`src/rtl/subneg_core_p.sv`:
```
// subneg_core_p -- single-instruction (SUBNEG) processor core.
//
// Each instruction is three words A, B, C at PC, PC+1, PC+2:
//   mem[B] <= mem[B] - mem[A]; if (mem[A] > mem[B]) PC <= C else PC <= PC+3.
// Memory is an external SRAM on a shared bus with an external address latch.
// Every bus access takes four cycles, and every output is registered, so the
// value a state assigns is visible on the pins during the following state.
// Writing to B == OUT_ADDR pulses out_stb instead of writing memory.
// A taken branch to its own address halts the core until reset.
//
// Optional feature: define SUBNEG_IN_PORT_EN to serve A == IN_ADDR from
// in_data instead of memory (in_ack pulses when the value is consumed).
module subneg_core_p #(
    parameter int unsigned   DW       = 8,
    parameter logic [DW-1:0] OUT_ADDR = {DW{1'b1}},
    parameter bit            SIGNED   = 1'b0,
    parameter logic [DW-1:0] IN_ADDR  = {{(DW-1){1'b1}}, 1'b0}
) (
    input  logic          clk,
    input  logic          reset,
    input  logic          run,
    input  logic [DW-1:0] bus_in,
    output logic [DW-1:0] bus_out,
    output logic [DW-1:0] bus_oe,
    output logic          mem_latch,
    output logic          mem_oe_n,
    output logic          mem_we_n,
    output logic          out_stb,
    output logic          halted,
    output logic [4:0]    dbg_state,
    input  logic [DW-1:0] in_data,
    output logic          in_ack
);

    // Read phases occupy states 0..19 in groups of four; the group selects
    // the address and the destination register of the access.
    localparam logic [4:0] S_FA0  = 5'd0;
    localparam logic [4:0] S_WR0  = 5'd20;
    localparam logic [4:0] S_WR1  = 5'd21;
    localparam logic [4:0] S_WR2  = 5'd22;
    localparam logic [4:0] S_WR3  = 5'd23;
    localparam logic [4:0] S_WR4  = 5'd24;
    localparam logic [4:0] S_HALT = 5'd25;

    localparam logic [2:0] G_FA = 3'd0;
    localparam logic [2:0] G_FB = 3'd1;
    localparam logic [2:0] G_FC = 3'd2;
    localparam logic [2:0] G_RA = 3'd3;

    localparam logic [DW-1:0] C_ONE   = DW'(1);
    localparam logic [DW-1:0] C_TWO   = DW'(2);
    localparam logic [DW-1:0] C_THREE = DW'(3);

    logic [4:0]    r_state;
    logic [DW-1:0] r_pc;
    logic [DW-1:0] r_a;
    logic [DW-1:0] r_b;
    logic [DW-1:0] r_c;
    logic [DW-1:0] r_va;
    logic [DW-1:0] r_vb;
    logic [DW-1:0] r_bus_out;
    logic          r_latch;
    logic          r_oe_n;
    logic          r_we_n;
    logic          r_out_stb;
    logic          r_halted;
    logic          r_in_ack;
    logic          r_self_loop;

    logic [2:0]    w_group;
    logic [1:0]    w_phase;
    logic [DW-1:0] w_addr;
    logic          w_taken;
    logic          w_in_sel;

    assign w_group = r_state[4:2];
    assign w_phase = r_state[1:0];

    // Operands and addresses are plain bit patterns; only the branch
    // compare cares about signedness. All sums wrap naturally at DW bits.
    assign w_taken = SIGNED ? ($signed(r_va) > $signed(r_vb)) : (r_va > r_vb);

`ifdef SUBNEG_IN_PORT_EN
    assign w_in_sel = (w_group == G_RA) && (r_a == IN_ADDR);
`else
    logic w_unused_cfg;
    assign w_in_sel     = 1'b0;
    assign w_unused_cfg = ^IN_ADDR;
`endif

    // Bus address for the read access of the current state group.
    always_comb begin
        // NOTE: the default assignment comes first so every path assigns
        // w_addr and no latch is inferred.
        w_addr = r_pc;
        case (w_group)
            G_FB:    w_addr = r_pc + C_ONE;
            G_FC:    w_addr = r_pc + C_TWO;
            G_RA:    w_addr = r_a;
            3'd4:    w_addr = r_b;
            default: w_addr = r_pc;
        endcase
    end

    // Bus sequencer: one state per bus cycle, reads then the write-back.
    always_ff @(posedge clk) begin
        // NOTE: all state uses non-blocking assignments so every register
        // samples pre-edge values, independent of statement order.
        if (reset) begin
            r_state     <= S_FA0;
            r_pc        <= '0;
            r_a         <= '0;
            r_b         <= '0;
            r_c         <= '0;
            r_va        <= '0;
            r_vb        <= '0;
            r_bus_out   <= '0;
            r_latch     <= 1'b0;
            r_oe_n      <= 1'b1;
            r_we_n      <= 1'b1;
            r_out_stb   <= 1'b0;
            r_halted    <= 1'b0;
            r_in_ack    <= 1'b0;
            r_self_loop <= 1'b0;
        end else begin
            r_in_ack <= 1'b0;
            case (r_state)
                S_WR0: begin
                    r_bus_out <= r_b;
                    r_latch   <= 1'b0;
                    r_oe_n    <= 1'b1;
                    r_state   <= S_WR1;
                end
                S_WR1: begin
                    r_latch <= 1'b1;
                    r_state <= S_WR2;
                end
                S_WR2: begin
                    r_bus_out <= r_vb - r_va;
                    r_state   <= S_WR3;
                end
                S_WR3: begin
                    if (r_b != OUT_ADDR) r_we_n <= 1'b0;
                    else                 r_out_stb <= 1'b1;
                    r_pc        <= w_taken ? r_c : r_pc + C_THREE;
                    r_self_loop <= w_taken && (r_c == r_pc);
                    r_state     <= S_WR4;
                end
                S_WR4: begin
                    r_we_n    <= 1'b1;
                    r_out_stb <= 1'b0;
                    r_state   <= r_self_loop ? S_HALT : S_FA0;
                end
                S_HALT: begin
                    r_halted  <= 1'b1;
                    r_oe_n    <= 1'b0;
                    r_latch   <= 1'b0;
                    r_we_n    <= 1'b1;
                    r_out_stb <= 1'b0;
                end
                default: begin
                    if (r_state > S_HALT) begin
                        r_state <= S_FA0;
                    end else begin
                        case (w_phase)
                            2'd0: begin
                                r_latch   <= 1'b0;
                                r_oe_n    <= 1'b1;
                                r_we_n    <= 1'b1;
                                r_out_stb <= 1'b0;
                                if (r_state != S_FA0 || run) begin
                                    r_bus_out <= w_addr;
                                    r_state   <= r_state + 5'd1;
                                end
                            end
                            2'd1: begin
                                if (!w_in_sel) r_latch <= 1'b1;
                                r_state <= r_state + 5'd1;
                            end
                            2'd2: begin
                                if (w_in_sel) r_in_ack <= 1'b1;
                                else          r_oe_n   <= 1'b0;
                                r_state <= r_state + 5'd1;
                            end
                            default: begin
                                case (w_group)
                                    G_FA:    r_a  <= bus_in;
                                    G_FB:    r_b  <= bus_in;
                                    G_FC:    r_c  <= bus_in;
                                    G_RA:    r_va <= w_in_sel ? in_data : bus_in;
                                    default: r_vb <= bus_in;
                                endcase
                                r_state <= r_state + 5'd1;
                            end
                        endcase
                    end
                end
            endcase
        end
    end

    assign bus_out   = r_bus_out;
    assign bus_oe    = {DW{r_oe_n}};
    assign mem_latch = r_latch;
    assign mem_oe_n  = r_oe_n;
    assign mem_we_n  = r_we_n;
    assign out_stb   = r_out_stb;
    assign halted    = r_halted;
    assign dbg_state = r_state;
    assign in_ack    = r_in_ack;

endmodule

```
`config.mk`:
```
export PLATFORM = sky130hd
export DESIGN_NAME = subneg_core_p
export DESIGN_NICKNAME = d
export VERILOG_FILES = /design/src/rtl/subneg_core_p.sv
export SDC_FILE = /design/constraint.sdc
export NUM_CORES = 1
export LEC_CHECK = 0
export BUFFER_PORTS_ARGS = -buffer_cell sky130_fd_sc_hd__buf_2
export CAP_MARGIN = 10
export CORE_MARGIN = 8
export CORE_UTILIZATION = 40
export CTS_BUF_LIST = sky130_fd_sc_hd__clkbuf_16
export CTS_CLUSTER_DIAMETER = 40
export CTS_CLUSTER_SIZE = 25
export DETAILED_ROUTE_END_ITERATION = 7
export GPL_TIMING_DRIVEN = 0
export RECOVER_POWER = 100
export SLEW_MARGIN = 10
export SYNTH_ARGS = -nofsm -noshare
export SYNTH_HDL_FRONTEND = slang
export SYNTH_SLANG_ARGS = --single-unit
```
`constraint.sdc`:
```
create_clock -name clk -period 3.3 [get_ports clk]
set_input_delay 0.33 -clock clk [delete_from_list [all_inputs] [get_ports clk]]
set_output_delay 0.33 -clock clk [all_outputs]
set_load 0.02 [all_outputs]
```
# ---- Word-level counts from Yosys, hierarchy flattened
# Cells that the tools add are included.
dict set report word_totals {
  output_inout_bits 27
  regBits 67
}
dict set report op_classes {
  add_sub_neg 5
  n_eq_ne 21
  magnitude_cmp 2
  n_bitwise 9
  n_mux 25
  n_reduce_logical 30
}
# operator count
set op_table {}
lappend op_table {{2-to-1 mux 8 bit} 4}
lappend op_table {{one-hot mux 8 bit (4 select lines)} 1}
lappend op_table {{AND reduction 4 bit} 8}
lappend op_table {{== test 5 bit, second input constant} 6}
lappend op_table {{one-hot mux 5 bit (6 select lines)} 1}
lappend op_table {{one-hot mux 8 bit (3 select lines)} 1}
lappend op_table {{2-to-1 mux 5 bit} 4}
lappend op_table {{adder 8 x 2 -> 8 bit, second input constant} 2}
lappend op_table {{one-hot mux 1 bit (3 select lines)} 4}
lappend op_table {{OR reduction 4 bit} 3}
lappend op_table {{inverter 1 bit} 9}
lappend op_table {{nonzero test 3 bit} 3}
lappend op_table {{OR reduction 3 bit} 3}
lappend op_table {{adder 8 x 1 -> 8 bit, second input constant} 1}
lappend op_table {{== test 8 bit} 1}
lappend op_table {{greater-than comparator 8 bit} 1}
lappend op_table {{2-to-1 mux 1 bit} 8}
lappend op_table {{inequality test 8 x 3 -> 1 bit, second input constant} 1}
lappend op_table {{inequality test 8 bit, second input constant} 1}
lappend op_table {{nonzero test 4 bit} 2}
lappend op_table {{subtractor 8 bit} 1}
lappend op_table {{== test 3 x 2 -> 1 bit, second input constant} 2}
lappend op_table {{inequality test 3 x 1 -> 1 bit, second input constant} 2}
lappend op_table {{inequality test 3 x 2 -> 1 bit, second input constant} 2}
lappend op_table {{17 further kinds} 21}

# ---- Logic depth before layout (Yosys ltp)
dict set report depth {
  word_depth 6
  ltp_mapped 11
  ltp_nobuf 10
}

# ---- Least setup slack after synthesis
# Ideal clock, no wire load.
dict set report synth_timing {
  path_type {register -> register}
  start {reg r_state[1], in the netlist dbg_state[1]}
  end {reg r_vb[0]}
  t_required_ns 3.172
  path_stages_with_launch 9
  t_arrival_ns 2.001
  synth_period_minus_slack_ns 2.129
  path_slack_ns 1.171
  path_cell_list {dfxtp_1 inv_1 ha_1 buf_2 o31a_4 nor3_4 nand4_4 mux2i_1 nor2_1}
}
dict set report synth_via {
  elab_chain_len 4
  elab_cells_between_ends 16
  classes_between {1 x order compare; 8 x eq/ne; 3 x bitwise; 4 x reduce/logical}
}
# element line
set synth_lines {}
lappend synth_lines {{start, declared} 54} ;# logic [4:0] r_state;
lappend synth_lines {{start signal, assigned} 152} ;# r_state <= r_self_loop ? S_HALT : S_FA0;
lappend synth_lines {{start signal, assigned} 173} ;# r_state <= r_state + 5'd1;
lappend synth_lines {{start signal, assigned} 178} ;# r_state <= r_state + 5'd1;
lappend synth_lines {{parallel branches: the longest is 3 deep, another holds greater-than comparator 5 bit} --}
lappend synth_lines {{AND reduction 4 bit (no source line) (*)} --}
lappend synth_lines {{end signal, assigned} 191} ;# default: r_vb <= bus_in;
lappend synth_lines {{end, declared} 60} ;# logic [DW-1:0] r_vb;
# Every way passes the cells marked *.
# A chain may end at the register's enable or synchronous reset.

# ---- Final worst setup path
dict set report layout_timing {
  start {reg r_va[0]}
  end {reg r_pc[6]}
}
dict set report layout_via {
  elab_chain_len 2
}
# element line
set layout_lines {}
lappend layout_lines {{start, declared} 59} ;# logic [DW-1:0] r_va;
lappend layout_lines {{start signal, assigned} 190} ;# G_RA: r_va <= w_in_sel ? in_data : bus_in;
lappend layout_lines {{greater-than comparator 8 bit} 81} ;# assign w_taken = SIGNED ? ($signed(r_va) > $signed(r_vb)) : (r_va > r_vb);
lappend layout_lines {{2-to-1 mux 8 bit} 145} ;# r_pc <= w_taken ? r_c : r_pc + C_THREE;
lappend layout_lines {{end signal, assigned} 145}
lappend layout_lines {{end, declared} 55} ;# logic [DW-1:0] r_pc;
# Every way passes these cells.

==> impl_metrics.env <==
export IMPL_drtIter0Drc=518
export IMPL_firstDrtPassIters=5
export IMPL_antenna_cells=0
export IMPL_post_place_ws_ns=0.7780
export IMPL_finalSetupViolations=0
export IMPL_routed_via_density=5.826
export IMPL_maxSlewViolCount=0
export IMPL_route_detailed_drc=0
export IMPL_synth_seq_cells=67
export IMPL_startpoint_type="flop"
export IMPL_fin_skew_ns=0.009065
export IMPL_worst_slew_pin_slew_ns=1.068
export IMPL_vdd_drop_max_uv=294.0
export IMPL_max_slew_margin_pct=28.26
export IMPL_grt_pass1_vias=4059
export IMPL_totalWireLength_um=13690
export IMPL_gr_total_overflow=0
export IMPL_fin_area_um2=4862
export IMPL_dp_hpwl_um=10150
export IMPL_placedCellCount=726
export IMPL_synth_edf_count=0
export IMPL_antenna_found_initial=0
export IMPL_p_switching_mw=1.315
export IMPL_netlist_area_um2=4288
export IMPL_hold_viol=0
export IMPL_synth_nets=587
export IMPL_syn2layout_area_growth_pct=13.39
export IMPL_synth_area_per_cell_um2=7.796
export IMPL_clkSinkCount=67
export IMPL_h_tree_depth=3
export IMPL_grt_first_pass_wirelength_um=22170
export IMPL_start_util_pct=40.26
export IMPL_synth_seq_area_share_pct=31.28
export IMPL_cts_tree="done"
export IMPL_cts_buffers=9
export IMPL_routed_via_count=4317
export IMPL_die_w_um=119.5
export IMPL_postCtsSetupBuffers=0
export IMPL_cp_slowest_cell="fa_1"
export IMPL_clkSlewWorstSetupHoldPaths_ns=0.06
export IMPL_cp_arrival_ns=2.92
export IMPL_finish_net_count=634
export IMPL_rsz0062_at_grt="no"
export IMPL_final_min_clock_period_ns=2.735
export IMPL_yosysWarnings=0
export IMPL_cts_root_buf="clkbuf_16"
export IMPL_fp_dieArea_um2=14290
export IMPL_power_mw=3.279
export IMPL_worst_slack_ns=0.5650
export IMPL_worst_setup_path_end_kind="flop"
export IMPL_clock_path_buffers=2
export IMPL_holdWs_ns=0.2981
export IMPL_port_buffers=36
export IMPL_worstPathMaxFanout=10
export IMPL_globalplace_congestion=0.9114
export IMPL_synthFlopType="dfxtp_1"
export IMPL_drv_cap=0
export IMPL_die_h_um=119.5
export IMPL_final_antenna_net_count=0
export IMPL_p_leak_nw=1.837
export IMPL_p_per_area_nw_per_um2=674.5
export IMPL_setup_tns_ns=0
export IMPL_hold_buffers=0
export IMPL_slowest_delay_ns=0.42
export IMPL_fmax_mhz=365.6
export IMPL_clkLatencyLatePin_ns=0.33
export IMPL_stdcell_count=741
export IMPL_p_int_mw=1.964
export IMPL_required_ns=3.48
export IMPL_ys_async_sr_fraction_pct=0
export IMPL_pin_count=46
export IMPL_outcome="completed"
export IMPL_critPathBufInv=3
export IMPL_switching_share_pct=40.11
export IMPL_grt_max_degree=12
export IMPL_synth_cells=550
export IMPL_path_cells="ha_1, inv_1, fa_1, a211oi_1, o21ai_0, a31oi_1, clkbuf_1, inv_1, a31oi_1, a31oi_1"
export IMPL_crit_family="compound AO/OA/AOI/OAI gates"
export IMPL_postLayoutCoreUtil_pct=45.65
export IMPL_rows=38
export IMPL_track_usage_pct=19.43
export IMPL_ys_types=70
export IMPL_coreArea_um2=10650
export IMPL_dpl_instance_area_um2=4643
export IMPL_drive_above_1_share_pct=12.31
export IMPL_wl_per_cell_um=18.48
export IMPL_min_path_type="input pin to flop"
export IMPL_post_cts_resized=0
export IMPL_pwr_share_seq_pct=30.2
export IMPL_comb_power_share_pct=41.3
export IMPL_timing_critical_path_mode_cell="a31oi_1"
export IMPL_crit_type="flop to flop"
export IMPL_clockPowerShare_pct=28.4
export IMPL_fin_crit_sh_pct=82.88
## cell usage after synthesis (all sizes together), types with 4 or more instances
cell / n / area share [%]
a31oi: 8 / 1.2
o21bai: 4 / 0.70
a311oi: 5 / 1.0
xnor2: 4 / 0.82
inv: 21 / 1.8
nand3: 10 / 1.3
mux2i: 13 / 3.0
nand2: 92 / 8.2
nor2b: 7 / 1.0
o21ai: 22 / 2.7
a21o: 4 / 0.70
nand4: 9 / 1.7
nor2: 43 / 4.1
nor4: 9 / 1.3
ha: 17 / 5.0
nand2b: 10 / 1.5
dfxtp: 67 / 31
and3: 4 / 0.58
xor2: 11 / 2.2
clkbuf: 9 / 0.79
nand3b: 6 / 1.3
a21oi: 69 / 8.3
a211oi: 12 / 2.1
buf: 32 / 5.2
nor3: 13 / 2.1
## worst paths after layout
| path | startpoint | end | slack (ns) | cells past startpoint |
|---|---|---|---|---|
| worst max-delay path | r_va[0] | r_pc[6] | 0.56 | 10 |
| worst min-delay path | bus_in[7] | r_a[7] | 0.30 | 3 |
| worst max register to register | r_va[0] | r_pc[6] | 0.56 | 10 |
| worst min register to register | r_va[2] | r_va[2] | 0.45 | 2 |
## metal layers
layer | vias to the layer above | track usage, % | wire [um]
li1 | 2043 | - | -
met1 | 2054 | 26.22 | 6209
met2 | 189 | 30.25 | 6174
met3 | 31 | 3.570 | 983
met4 | 0 | 7.260 | 324
met5 | - | 0 | 0
## state kept, by name (all words and copies together), names as in the netlist
signal,cells
bus_out,8
r_a,8
r_b,8
r_c,8
r_pc,8
r_va,8
r_vb,8
dbg_state,5
halted,1
mem_latch,1
mem_oe_n,1
mem_we_n,1
out_stb,1
r_self_loop,1
## worst reg2reg max path: cells and delay by family (launching register included)
family	cells	cell delay [ns]
fa+ha+maj	2	0.57
buf+inv	3	0.62
compound gates	5	1.04
flops	1	0.36
## logic make-up after synthesis
| group | synth area share (%) |
|---|---|
| simple gates | 25.27 |
| xor+xnor | 3.064 |
| other cells | 0.08746 |
| fa+ha+maj | 5.427 |
| compound gates | 24.02 |
| mux | 3.035 |
| buf+inv | 7.820 |
| flops | 31.28 |
## power groups by stage
stage / Sequential [mW] / Clock, mW / Combinational [mW]
finish: 0.992 / 0.932 / 1.36
global route: 1.01 / 0.981 / 1.47
floorplan: 1.09 / 0 / 0.915
global placement: 1.00 / 0 / 1.39
CTS: 0.992 / 0.943 / 1.39
detailed placement: 1.01 / 0 / 1.38
## cells in the final DEF (no fill, tap or decap), types with 10 or more instances in the layout
| cell type | netlist | layout |
|---|---|---|
| nand2_1 | 91 | 91 |
| a21oi_1 | 68 | 68 |
| dfxtp_1 | 67 | 67 |
| nor2_1 | 40 | 40 |
| clkbuf_1 | 9 | 34 |
| buf_2 | 16 | 28 |
| inv_1 | 20 | 20 |
| o21ai_0 | 18 | 19 |
| ha_1 | 17 | 17 |
| nor3_1 | 9 | 13 |
| mux2i_1 | 13 | 13 |
| a211oi_1 | 12 | 12 |
| xor2_1 | 11 | 11 |
| nand2b_1 | 10 | 10 |
## cell type report
cell class	instances	area [um^2]
Clock inverter	6	57.56
Fill cell	1116	5788
Clock buffer	9	225.2
Buffer	41	241.5
Timing Repair Buffer	36	157.7
Multi-Input combinational cell	421	2585
Sequential cell	67	1341
Inverter	21	78.83
Tap cell	140	175.2
(Power assumes the default switching activity.)
